<file path="config.mk">
export PLATFORM = sky130hd
export DESIGN_NAME = sram_port_arbiter_flat
export DESIGN_NICKNAME = d
export VERILOG_FILES = /design/src/rtl/sram_port_arbiter_if.sv /design/src/rtl/sram_port_arbiter.sv /design/src/flat_wrapper.sv
export SDC_FILE = /design/constraint.sdc
export NUM_CORES = 1
export LEC_CHECK = 0
export CAP_MARGIN = 20
export CORE_ASPECT_RATIO = 0.6
export CORE_UTILIZATION = 38
export CTS_BUF_LIST = sky130_fd_sc_hd__clkbuf_16
export CTS_CLUSTER_SIZE = 28
export DETAILED_ROUTE_END_ITERATION = 12
export PLACE_DENSITY = 0.83
export REMOVE_ABC_BUFFERS = 1
export SYNTH_ARGS = -nofsm -noshare
export SYNTH_HDL_FRONTEND = slang
export SYNTH_SLANG_ARGS = --single-unit
</file>
<file path="constraint.sdc">
create_clock -name wb_clk_i -period 1.5 [get_ports wb_clk_i]
set_input_delay 0.15 -clock wb_clk_i [delete_from_list [all_inputs] [get_ports wb_clk_i]]
set_output_delay 0.15 -clock wb_clk_i [all_outputs]
set_load 0.02 [all_outputs]
</file>
<file path="src/rtl/sram_port_arbiter_if.sv">
// Bus bundle between the datapath and Wishbone requesters, the arbiter, and a 1R1W SRAM.
// The slave modport is the arbiter's view; the master modport is the requesters'/SRAM's view.
interface sram_port_arbiter_if;
  logic        dp_rd_valid;
  logic        dp_rd_ready;
  logic [7:0]  dp_rd_addr;
  logic        dp_rdata_valid;
  logic [31:0] dp_rdata;
  logic        dp_wr_valid;
  logic        dp_wr_ready;
  logic [7:0]  dp_wr_addr;
  logic [31:0] dp_wr_data;

  logic        wbs_cyc_i;
  logic        wbs_stb_i;
  logic        wbs_we_i;
  logic [3:0]  wbs_sel_i;
  logic [31:0] wbs_adr_i;
  logic [31:0] wbs_dat_i;
  logic        wbs_ack_o;
  logic [31:0] wbs_dat_o;

  logic [7:0]  R0_addr;
  logic        R0_en;
  logic        R0_clk;
  logic [31:0] R0_data;
  logic [7:0]  W0_addr;
  logic        W0_en;
  logic        W0_clk;
  logic [31:0] W0_data;

  modport slave (
    input  dp_rd_valid, dp_rd_addr, dp_wr_valid, dp_wr_addr, dp_wr_data,
    input  wbs_cyc_i, wbs_stb_i, wbs_we_i, wbs_sel_i, wbs_adr_i, wbs_dat_i,
    input  R0_data,
    output dp_rd_ready, dp_rdata_valid, dp_rdata, dp_wr_ready,
    output wbs_ack_o, wbs_dat_o,
    output R0_addr, R0_en, R0_clk, W0_addr, W0_en, W0_clk, W0_data
  );

  modport master (
    output dp_rd_valid, dp_rd_addr, dp_wr_valid, dp_wr_addr, dp_wr_data,
    output wbs_cyc_i, wbs_stb_i, wbs_we_i, wbs_sel_i, wbs_adr_i, wbs_dat_i,
    output R0_data,
    input  dp_rd_ready, dp_rdata_valid, dp_rdata, dp_wr_ready,
    input  wbs_ack_o, wbs_dat_o,
    input  R0_addr, R0_en, R0_clk, W0_addr, W0_en, W0_clk, W0_data
  );
endinterface

</file>
<file path="src/rtl/sram_port_arbiter.sv">
// Shares a 1R1W SRAM between a datapath port and a Wishbone classic slave (with byte-lane RMW).
// Build option SRAM_ARB_RR_EN: per-port round-robin on conflict; default is fixed datapath priority.
module sram_port_arbiter (
  input  logic               wb_clk_i,
  input  logic               wb_rst_i,
  sram_port_arbiter_if.slave bus
);
  // state      | meaning
  // IDLE       | waiting for cyc & stb
  // RD_ISSUE   | requesting the read port (plain read or RMW pre-read)
  // RD_CAPTURE | SRAM word returning; capture it, merge byte lanes for RMW
  // WR_ISSUE   | requesting the write port with full or merged word
  // ACK        | one-cycle wbs_ack_o pulse
  typedef enum logic [2:0] {IDLE, RD_ISSUE, RD_CAPTURE, WR_ISSUE, ACK} state_t;

  state_t      state;
  logic        ack;
  logic        rdata_valid;
  logic [31:0] cap_word;
  logic [31:0] wr_word;
  logic [31:0] merged_word;
  logic [7:0]  op_addr;
  logic [3:0]  op_sel;
  logic [31:0] op_dat;
  logic        op_we;

  logic wb_rd_req;
  logic wb_wr_req;
  logic rmw_lock;
  logic dp_rd_avail;
  logic dp_wr_avail;
  logic dp_rd_gnt;
  logic dp_wr_gnt;
  logic wb_rd_gnt;
  logic wb_wr_gnt;
  logic unused_adr_bits;

  assign wb_rd_req = (state == RD_ISSUE);
  assign wb_wr_req = (state == WR_ISSUE);
  // Write port stays with WB from the pre-read until the merged word lands.
  assign rmw_lock  = op_we && (op_sel != 4'hF) &&
                     ((state == RD_ISSUE) || (state == RD_CAPTURE) || (state == WR_ISSUE));

`ifdef SRAM_ARB_RR_EN
  logic rd_prio_dp;
  logic wr_prio_dp;

  assign dp_rd_avail = !wb_rst_i && (!wb_rd_req || rd_prio_dp);
  assign dp_wr_avail = !wb_rst_i && !rmw_lock && (!wb_wr_req || wr_prio_dp);
  assign wb_rd_gnt   = !wb_rst_i && wb_rd_req && (!bus.dp_rd_valid || !rd_prio_dp);
  assign wb_wr_gnt   = !wb_rst_i && wb_wr_req &&
                       (rmw_lock || !bus.dp_wr_valid || !wr_prio_dp);

  // On a conflict the winner drops to lowest priority for the next conflict.
  always_ff @(posedge wb_clk_i) begin
    if (wb_rst_i) begin
      rd_prio_dp <= 1'b1;
      wr_prio_dp <= 1'b1;
    end else begin
      if (bus.dp_rd_valid && wb_rd_req)
        rd_prio_dp <= wb_rd_gnt;
      if (bus.dp_wr_valid && wb_wr_req && !rmw_lock)
        wr_prio_dp <= wb_wr_gnt;
    end
  end
`else
  assign dp_rd_avail = !wb_rst_i;
  assign dp_wr_avail = !wb_rst_i && !rmw_lock;
  assign wb_rd_gnt   = !wb_rst_i && wb_rd_req && !bus.dp_rd_valid;
  assign wb_wr_gnt   = !wb_rst_i && wb_wr_req && (rmw_lock || !bus.dp_wr_valid);
`endif

  assign dp_rd_gnt = bus.dp_rd_valid && dp_rd_avail;
  assign dp_wr_gnt = bus.dp_wr_valid && dp_wr_avail;

  always_comb begin
    merged_word = bus.R0_data;
    for (int b = 0; b < 4; b++)
      if (op_sel[b]) merged_word[8*b +: 8] = op_dat[8*b +: 8];
  end

  always_ff @(posedge wb_clk_i) begin
    if (wb_rst_i) begin
      state       <= IDLE;
      ack         <= 1'b0;
      rdata_valid <= 1'b0;
      cap_word    <= 32'h0;
      wr_word     <= 32'h0;
      op_addr     <= 8'h0;
      op_sel      <= 4'h0;
      op_dat      <= 32'h0;
      op_we       <= 1'b0;
    end else begin
      rdata_valid <= dp_rd_gnt;
      ack         <= 1'b0;
      case (state)
        IDLE: begin
          if (bus.wbs_cyc_i && bus.wbs_stb_i) begin
            op_addr <= bus.wbs_adr_i[9:2];
            op_sel  <= bus.wbs_sel_i;
            op_dat  <= bus.wbs_dat_i;
            op_we   <= bus.wbs_we_i;
            wr_word <= bus.wbs_dat_i;
            state   <= (bus.wbs_we_i && (bus.wbs_sel_i == 4'hF)) ? WR_ISSUE : RD_ISSUE;
          end
        end
        RD_ISSUE: begin
          if (wb_rd_gnt) state <= RD_CAPTURE;
        end
        RD_CAPTURE: begin
          cap_word <= bus.R0_data;
          if (op_we) begin
            wr_word <= merged_word;
            state   <= WR_ISSUE;
          end else begin
            ack   <= 1'b1;
            state <= ACK;
          end
        end
        WR_ISSUE: begin
          if (wb_wr_gnt) begin
            ack   <= 1'b1;
            state <= ACK;
          end
        end
        ACK:     state <= IDLE;
        default: state <= IDLE;
      endcase
    end
  end

  assign bus.dp_rd_ready    = dp_rd_avail;
  assign bus.dp_wr_ready    = dp_wr_avail;
  assign bus.dp_rdata_valid = rdata_valid;
  assign bus.dp_rdata       = rdata_valid ? bus.R0_data : 32'h0;

  assign bus.wbs_ack_o = ack;
  assign bus.wbs_dat_o = ((state == ACK) && !op_we) ? cap_word : 32'h0;

  assign bus.R0_clk  = wb_clk_i;
  assign bus.W0_clk  = wb_clk_i;
  assign bus.R0_en   = dp_rd_gnt || wb_rd_gnt;
  assign bus.R0_addr = dp_rd_gnt ? bus.dp_rd_addr : (wb_rd_gnt ? op_addr : 8'h0);
  assign bus.W0_en   = dp_wr_gnt || wb_wr_gnt;
  assign bus.W0_addr = dp_wr_gnt ? bus.dp_wr_addr : (wb_wr_gnt ? op_addr : 8'h0);
  assign bus.W0_data = dp_wr_gnt ? bus.dp_wr_data : (wb_wr_gnt ? wr_word : 32'h0);

  assign unused_adr_bits = ^{bus.wbs_adr_i[31:10], bus.wbs_adr_i[1:0]};
endmodule

</file>
<file path="src/flat_wrapper.sv">
// flat-port wrapper written by rule: the top's interface ports become plain ports
module sram_port_arbiter_flat 
  (wb_clk_i, wb_rst_i, bus_dp_rd_valid, bus_dp_rd_addr, bus_dp_wr_valid, bus_dp_wr_addr, bus_dp_wr_data, bus_wbs_cyc_i, bus_wbs_stb_i, bus_wbs_we_i, bus_wbs_sel_i, bus_wbs_adr_i, bus_wbs_dat_i, bus_R0_data, bus_dp_rd_ready, bus_dp_rdata_valid, bus_dp_rdata, bus_dp_wr_ready, bus_wbs_ack_o, bus_wbs_dat_o, bus_R0_addr, bus_R0_en, bus_R0_clk, bus_W0_addr, bus_W0_en, bus_W0_clk, bus_W0_data);
  sram_port_arbiter_if bus_i ();
  input  logic wb_clk_i;
  input  logic wb_rst_i;
  input wire logic [$bits(bus_i.dp_rd_valid)-1:0] bus_dp_rd_valid;
  input wire logic [$bits(bus_i.dp_rd_addr)-1:0] bus_dp_rd_addr;
  input wire logic [$bits(bus_i.dp_wr_valid)-1:0] bus_dp_wr_valid;
  input wire logic [$bits(bus_i.dp_wr_addr)-1:0] bus_dp_wr_addr;
  input wire logic [$bits(bus_i.dp_wr_data)-1:0] bus_dp_wr_data;
  input wire logic [$bits(bus_i.wbs_cyc_i)-1:0] bus_wbs_cyc_i;
  input wire logic [$bits(bus_i.wbs_stb_i)-1:0] bus_wbs_stb_i;
  input wire logic [$bits(bus_i.wbs_we_i)-1:0] bus_wbs_we_i;
  input wire logic [$bits(bus_i.wbs_sel_i)-1:0] bus_wbs_sel_i;
  input wire logic [$bits(bus_i.wbs_adr_i)-1:0] bus_wbs_adr_i;
  input wire logic [$bits(bus_i.wbs_dat_i)-1:0] bus_wbs_dat_i;
  input wire logic [$bits(bus_i.R0_data)-1:0] bus_R0_data;
  output wire logic [$bits(bus_i.dp_rd_ready)-1:0] bus_dp_rd_ready;
  output wire logic [$bits(bus_i.dp_rdata_valid)-1:0] bus_dp_rdata_valid;
  output wire logic [$bits(bus_i.dp_rdata)-1:0] bus_dp_rdata;
  output wire logic [$bits(bus_i.dp_wr_ready)-1:0] bus_dp_wr_ready;
  output wire logic [$bits(bus_i.wbs_ack_o)-1:0] bus_wbs_ack_o;
  output wire logic [$bits(bus_i.wbs_dat_o)-1:0] bus_wbs_dat_o;
  output wire logic [$bits(bus_i.R0_addr)-1:0] bus_R0_addr;
  output wire logic [$bits(bus_i.R0_en)-1:0] bus_R0_en;
  output wire logic [$bits(bus_i.R0_clk)-1:0] bus_R0_clk;
  output wire logic [$bits(bus_i.W0_addr)-1:0] bus_W0_addr;
  output wire logic [$bits(bus_i.W0_en)-1:0] bus_W0_en;
  output wire logic [$bits(bus_i.W0_clk)-1:0] bus_W0_clk;
  output wire logic [$bits(bus_i.W0_data)-1:0] bus_W0_data;
  assign bus_i.dp_rd_valid = bus_dp_rd_valid;
  assign bus_i.dp_rd_addr = bus_dp_rd_addr;
  assign bus_i.dp_wr_valid = bus_dp_wr_valid;
  assign bus_i.dp_wr_addr = bus_dp_wr_addr;
  assign bus_i.dp_wr_data = bus_dp_wr_data;
  assign bus_i.wbs_cyc_i = bus_wbs_cyc_i;
  assign bus_i.wbs_stb_i = bus_wbs_stb_i;
  assign bus_i.wbs_we_i = bus_wbs_we_i;
  assign bus_i.wbs_sel_i = bus_wbs_sel_i;
  assign bus_i.wbs_adr_i = bus_wbs_adr_i;
  assign bus_i.wbs_dat_i = bus_wbs_dat_i;
  assign bus_i.R0_data = bus_R0_data;
  assign bus_dp_rd_ready = bus_i.dp_rd_ready;
  assign bus_dp_rdata_valid = bus_i.dp_rdata_valid;
  assign bus_dp_rdata = bus_i.dp_rdata;
  assign bus_dp_wr_ready = bus_i.dp_wr_ready;
  assign bus_wbs_ack_o = bus_i.wbs_ack_o;
  assign bus_wbs_dat_o = bus_i.wbs_dat_o;
  assign bus_R0_addr = bus_i.R0_addr;
  assign bus_R0_en = bus_i.R0_en;
  assign bus_R0_clk = bus_i.R0_clk;
  assign bus_W0_addr = bus_i.W0_addr;
  assign bus_W0_en = bus_i.W0_en;
  assign bus_W0_clk = bus_i.W0_clk;
  assign bus_W0_data = bus_i.W0_data;
  sram_port_arbiter u_core (.wb_clk_i(wb_clk_i), .wb_rst_i(wb_rst_i), .bus(bus_i));
endmodule
</file>
# After elaboration in Yosys (flattened, before gate mapping)
# Cells that the tools add are included.
# classes
addsub	0
n_mul	0
n_div	0
n_lt_le_gt_ge	0
n_eq_ne	10
n_shift	0
mux	24
n_bitwise	0
n_reduce_logical	27
# ops
op	count
two-way mux 32 bit	6
two-way mux 8 bit	8
one-hot mux 32 bit (2 select lines)	1
logical AND 1 bit	12
two-way mux 3 bit	4
one-hot mux 3 bit (4 select lines)	1
equality test 3 x 2 -> 1 bit (second input constant)	2
AND reduction 3 bit	2
logical NOT 1 bit	5
logical OR 1 bit	5
equality test 4 bit (second input constant)	1
!= test 2 x 1 -> 1 bit (second input constant)	2
!= test 2 bit (second input constant)	2
!= test 4 bit (second input constant)	1
equality test 3 x 1 -> 1 bit (second input constant)	1
equality test 3 bit (second input constant)	1
logical NOT 3 bit	1
two-way mux 1 bit	2
two-way mux 2 bit	1
one-hot mux 1 bit (2 select lines)	1
AND reduction 2 bit	1
nonzero test 2 bit	1
# word_totals
regBits	114
latchBits	0
ram_bits	0
romBits	0
in_bits	155
output_inout_bits	120
wordCells	70
memories	0

# Logic depth before layout (Yosys ltp)
# Gate-level depths: netlist of the first run.
# logic_depth
depth_word	8
mapped_depth	6
ltp_nobuf	3

==> metrics.md, run 1 <==
| Metric | Value |
|---|---|
| Final hold violation count | 0 |
| Status | finished with violations |
| Syn. warnings | 0 |
| WHS | 0.02341 ns |
| CP Max Fanout | 26 |
| Worst setup EP type | primary output |
| Setup Skew | 0.01030 ns |
| # DRC | 0 |
| Cell count after synthesis | 709 |
| Via count | 7004 |
| Number of synthesized register bits | 114 |
| Synth async-reset ratio | 0% |
| Count of final setup violators | 195 |
| First-pass GRT wire length | 35250 µm |
| Max cap viols | 0 |
| Synth cell types | 45 |
| FF/Latch Area | 2291 µm² |
| Failing checks | setup timing |
| Antenna Nets Post-Route | 0 |
| VDD IR-drop max | 0.9644 mV |
| Die height | 99.37 µm |
| Layout cells sized above 1 | 37.00% |
| Worst Hold Class | in -> reg |
| Largest net degree at the start of global routing | 73 |
| Starting Density | 39.06% |
| Routed wire per std cell | 21.15 µm |
| Sequential-to-total area share from yosys stat | 38.01% |
| # diodes | 0 |
| Detailed Routing Iterations Pass 1 | 5 |
| Fin crit period | 2.216 ns |
| Via density per instance | 5.694 |
| DP HPWL | 15680 µm |
| CP arrival | 2.07 ns |
| Worst-margin pin slew | 0.7908 ns |
| RePlAce Congestion | 0.8268 |
| P_leak | 4.038 nW |
| Gr usage total | 28.47% |
| Core box area | 15370 µm² |
| DIE AREA | 16320 µm² |
| Final worst path period share | 147.7% |
| Predominant post-synthesis flop cell | dfxtp_1 |
| Crit Path Category | reg -> out |
| Routed WL | 26020 µm |
| Die Span X | 164.3 µm |
| Synth Area per Inst | 8.469 µm² |
| Pre-CTS WS | -0.5951 ns |
| P per Cell Area | 1037 nW/µm² |
| Slew Limit Headroom | 47.28% |
| Overall power | 10.98 mW |
| Max-slew violations | 0 |
| Max frequency | 451.3 MHz |
| Multi-input gate area | 3508 µm² |
| Row cnt | 35 |
| RSZ-0062 raised after global routing | true |
| CTS tree | built |
| Worst setup SP type | flip-flop |
| Initial DRC Count | 597 |
| Most frequent cells in the layout | clkdlybuf4s50_1, dfxtp_1, nand2_1, a21oi_1 |
| Netlist Area Pre-Place | 6005 µm² |
| Number of synthesized flops with an enable pin | 0 |
| Worst skew pair latency | 0.52 ns |
| Commonest non-fill, non-tap cell in the layout | clkdlybuf4s50_1 |
| Fillers | 1192 |
| Layout Area Growth over Synthesis | 76.31% |
| Final core utilization | 68.87% |
| I/O pin count | 275 |
| Worst-path clk slew | 0.06 ns |
| PortBufs | 250 |
| Remaining Overflow, GRT | 0 |
| Initial antenna violation count | 0 |
| Final net count | 1169 |
| Setup ws final | -0.7156 ns |
| Vias in the first global route | 6688 |
| Required @ worst endpoint | 1.35 ns |
-- cell usage after synthesis, types with 3 or more instances --
cell type	instances	area, µm²
a21oi_1	77	385.4
a22o_1	8	70.07
a31oi_1	32	200.2
a32o_1	40	400.4
and2_1	65	406.6
buf_1	3	11.26
buf_2	12	60.06
buf_4	9	67.56
buf_6	16	180.2
clkbuf_1	39	146.4
dfxtp_1	114	2282
inv_1	3	11.26
mux2_2	32	360.4
nand2_1	98	367.9
nand3_1	45	225.2
nor2_1	5	18.77
o211ai_1	32	240.2
o21ai_0	46	230.2
-- final timing paths --
kind / end / start / cells past startpoint / slack, ns
worst min-delay path: u_core.op_dat[5] / wb_rst_i / 3 / 0.02
worst max-delay path: bus_wbs_dat_o[11] / u_core.state[0] / 5 / -0.72
worst min register to register: u_core.cap_word[20] / u_core.cap_word[20] / 2 / 0.45
worst max register to register: u_core.wr_word[11] / u_core.state[2] / 6 / -0.26
-- power by group --
part	switching (mW)	leakage, nW	internal (mW)
registers	0.107	0.929	3.18
logic	1.16	2.73	1.21
clock network	1.71	0.379	3.61
-- layer usage --
layer  wire length, µm  global-route usage, %  share of wire [%]  vias to the layer above
met5                 0                      0                  0                        -
met4               308                  8.262                1.2                        0
met3              2460                  7.298                9.5                       38
met2             12080                  47.00                 46                      419
met1             11170                  36.56                 43                     3332
li1                  -                      -                  -                     3215
-- state kept, by name, summed over array words and instances (netlist names) --
| register | flops |
|---|---|
| u_core.bus.dp_rdata_valid | 1 |
| u_core.bus.wbs_ack_o | 1 |
| u_core.cap_word | 32 |
| u_core.op_addr | 8 |
| u_core.op_dat | 32 |
| u_core.op_sel | 4 |
| u_core.op_we | 1 |
| u_core.state | 3 |
| u_core.wr_word | 32 |
-- timing repair --
item | 4_1_cts | 5_1_grt
setup buffers | 8 | 8
setup endpoints to repair | 208 | 220
pin swaps | 12 | 66
gates resized for setup | 514 | 165
gates cloned | 4 | 13
hold buffers | 0 | 0
-- logic make-up after synthesis --
kind of cell,after synthesis,share of synthesized area (%)
compound gates,246,27.36
buf+inv,84,8.356
flops,114,38.01
mux,32,6.001
simple gates,233,20.28
-- area by class of cell --
cell class	count	share of cell area [%]
Clock inverter	15	2.257
Clock buffer	23	5.129
Sequential cell	114	21.64
Inverter	3	0.1064
Tap cell	203	2.399
Multi-Input combinational cell	512	33.14
Timing Repair Buffer	360	35.33
-- through the flow --
stage / setup TNS (ns) / cell area [µm²] / instances
after global routing: -77.28 / 10590 / 1230
after global placement: -39.04 / 9086 / 1165
after detailed placement: -43.56 / 9086 / 1165
final: -67.45 / 10590 / 1230
after floorplan: -78.66 / 5514 / 628
after CTS: -59.03 / 9941 / 1213
-- worst max-delay path, cell delays in order (launching register included) --
cell             delay [ns]
dfxtp_2                0.33
nor2_2                 0.29
and3_2                 0.29
buf_12                 0.19
and2_1                 0.17
clkdlybuf4s15_2        0.28
Power figures use the tool's default switching activity.
==> inputs of run 2 (changes only) <==
--- a/config.mk
+++ b/config.mk
@@ -11,6 +11,7 @@
 export CTS_BUF_LIST = sky130_fd_sc_hd__clkbuf_16
 export CTS_CLUSTER_SIZE = 28
 export DETAILED_ROUTE_END_ITERATION = 12
+export GPL_ROUTABILITY_DRIVEN = 0
 export PLACE_DENSITY = 0.83
 export REMOVE_ABC_BUFFERS = 1
 export SYNTH_ARGS = -nofsm -noshare
==> results of run 2 <==
Same layout as run 1: the final DEF is identical, and so are final timing and power.
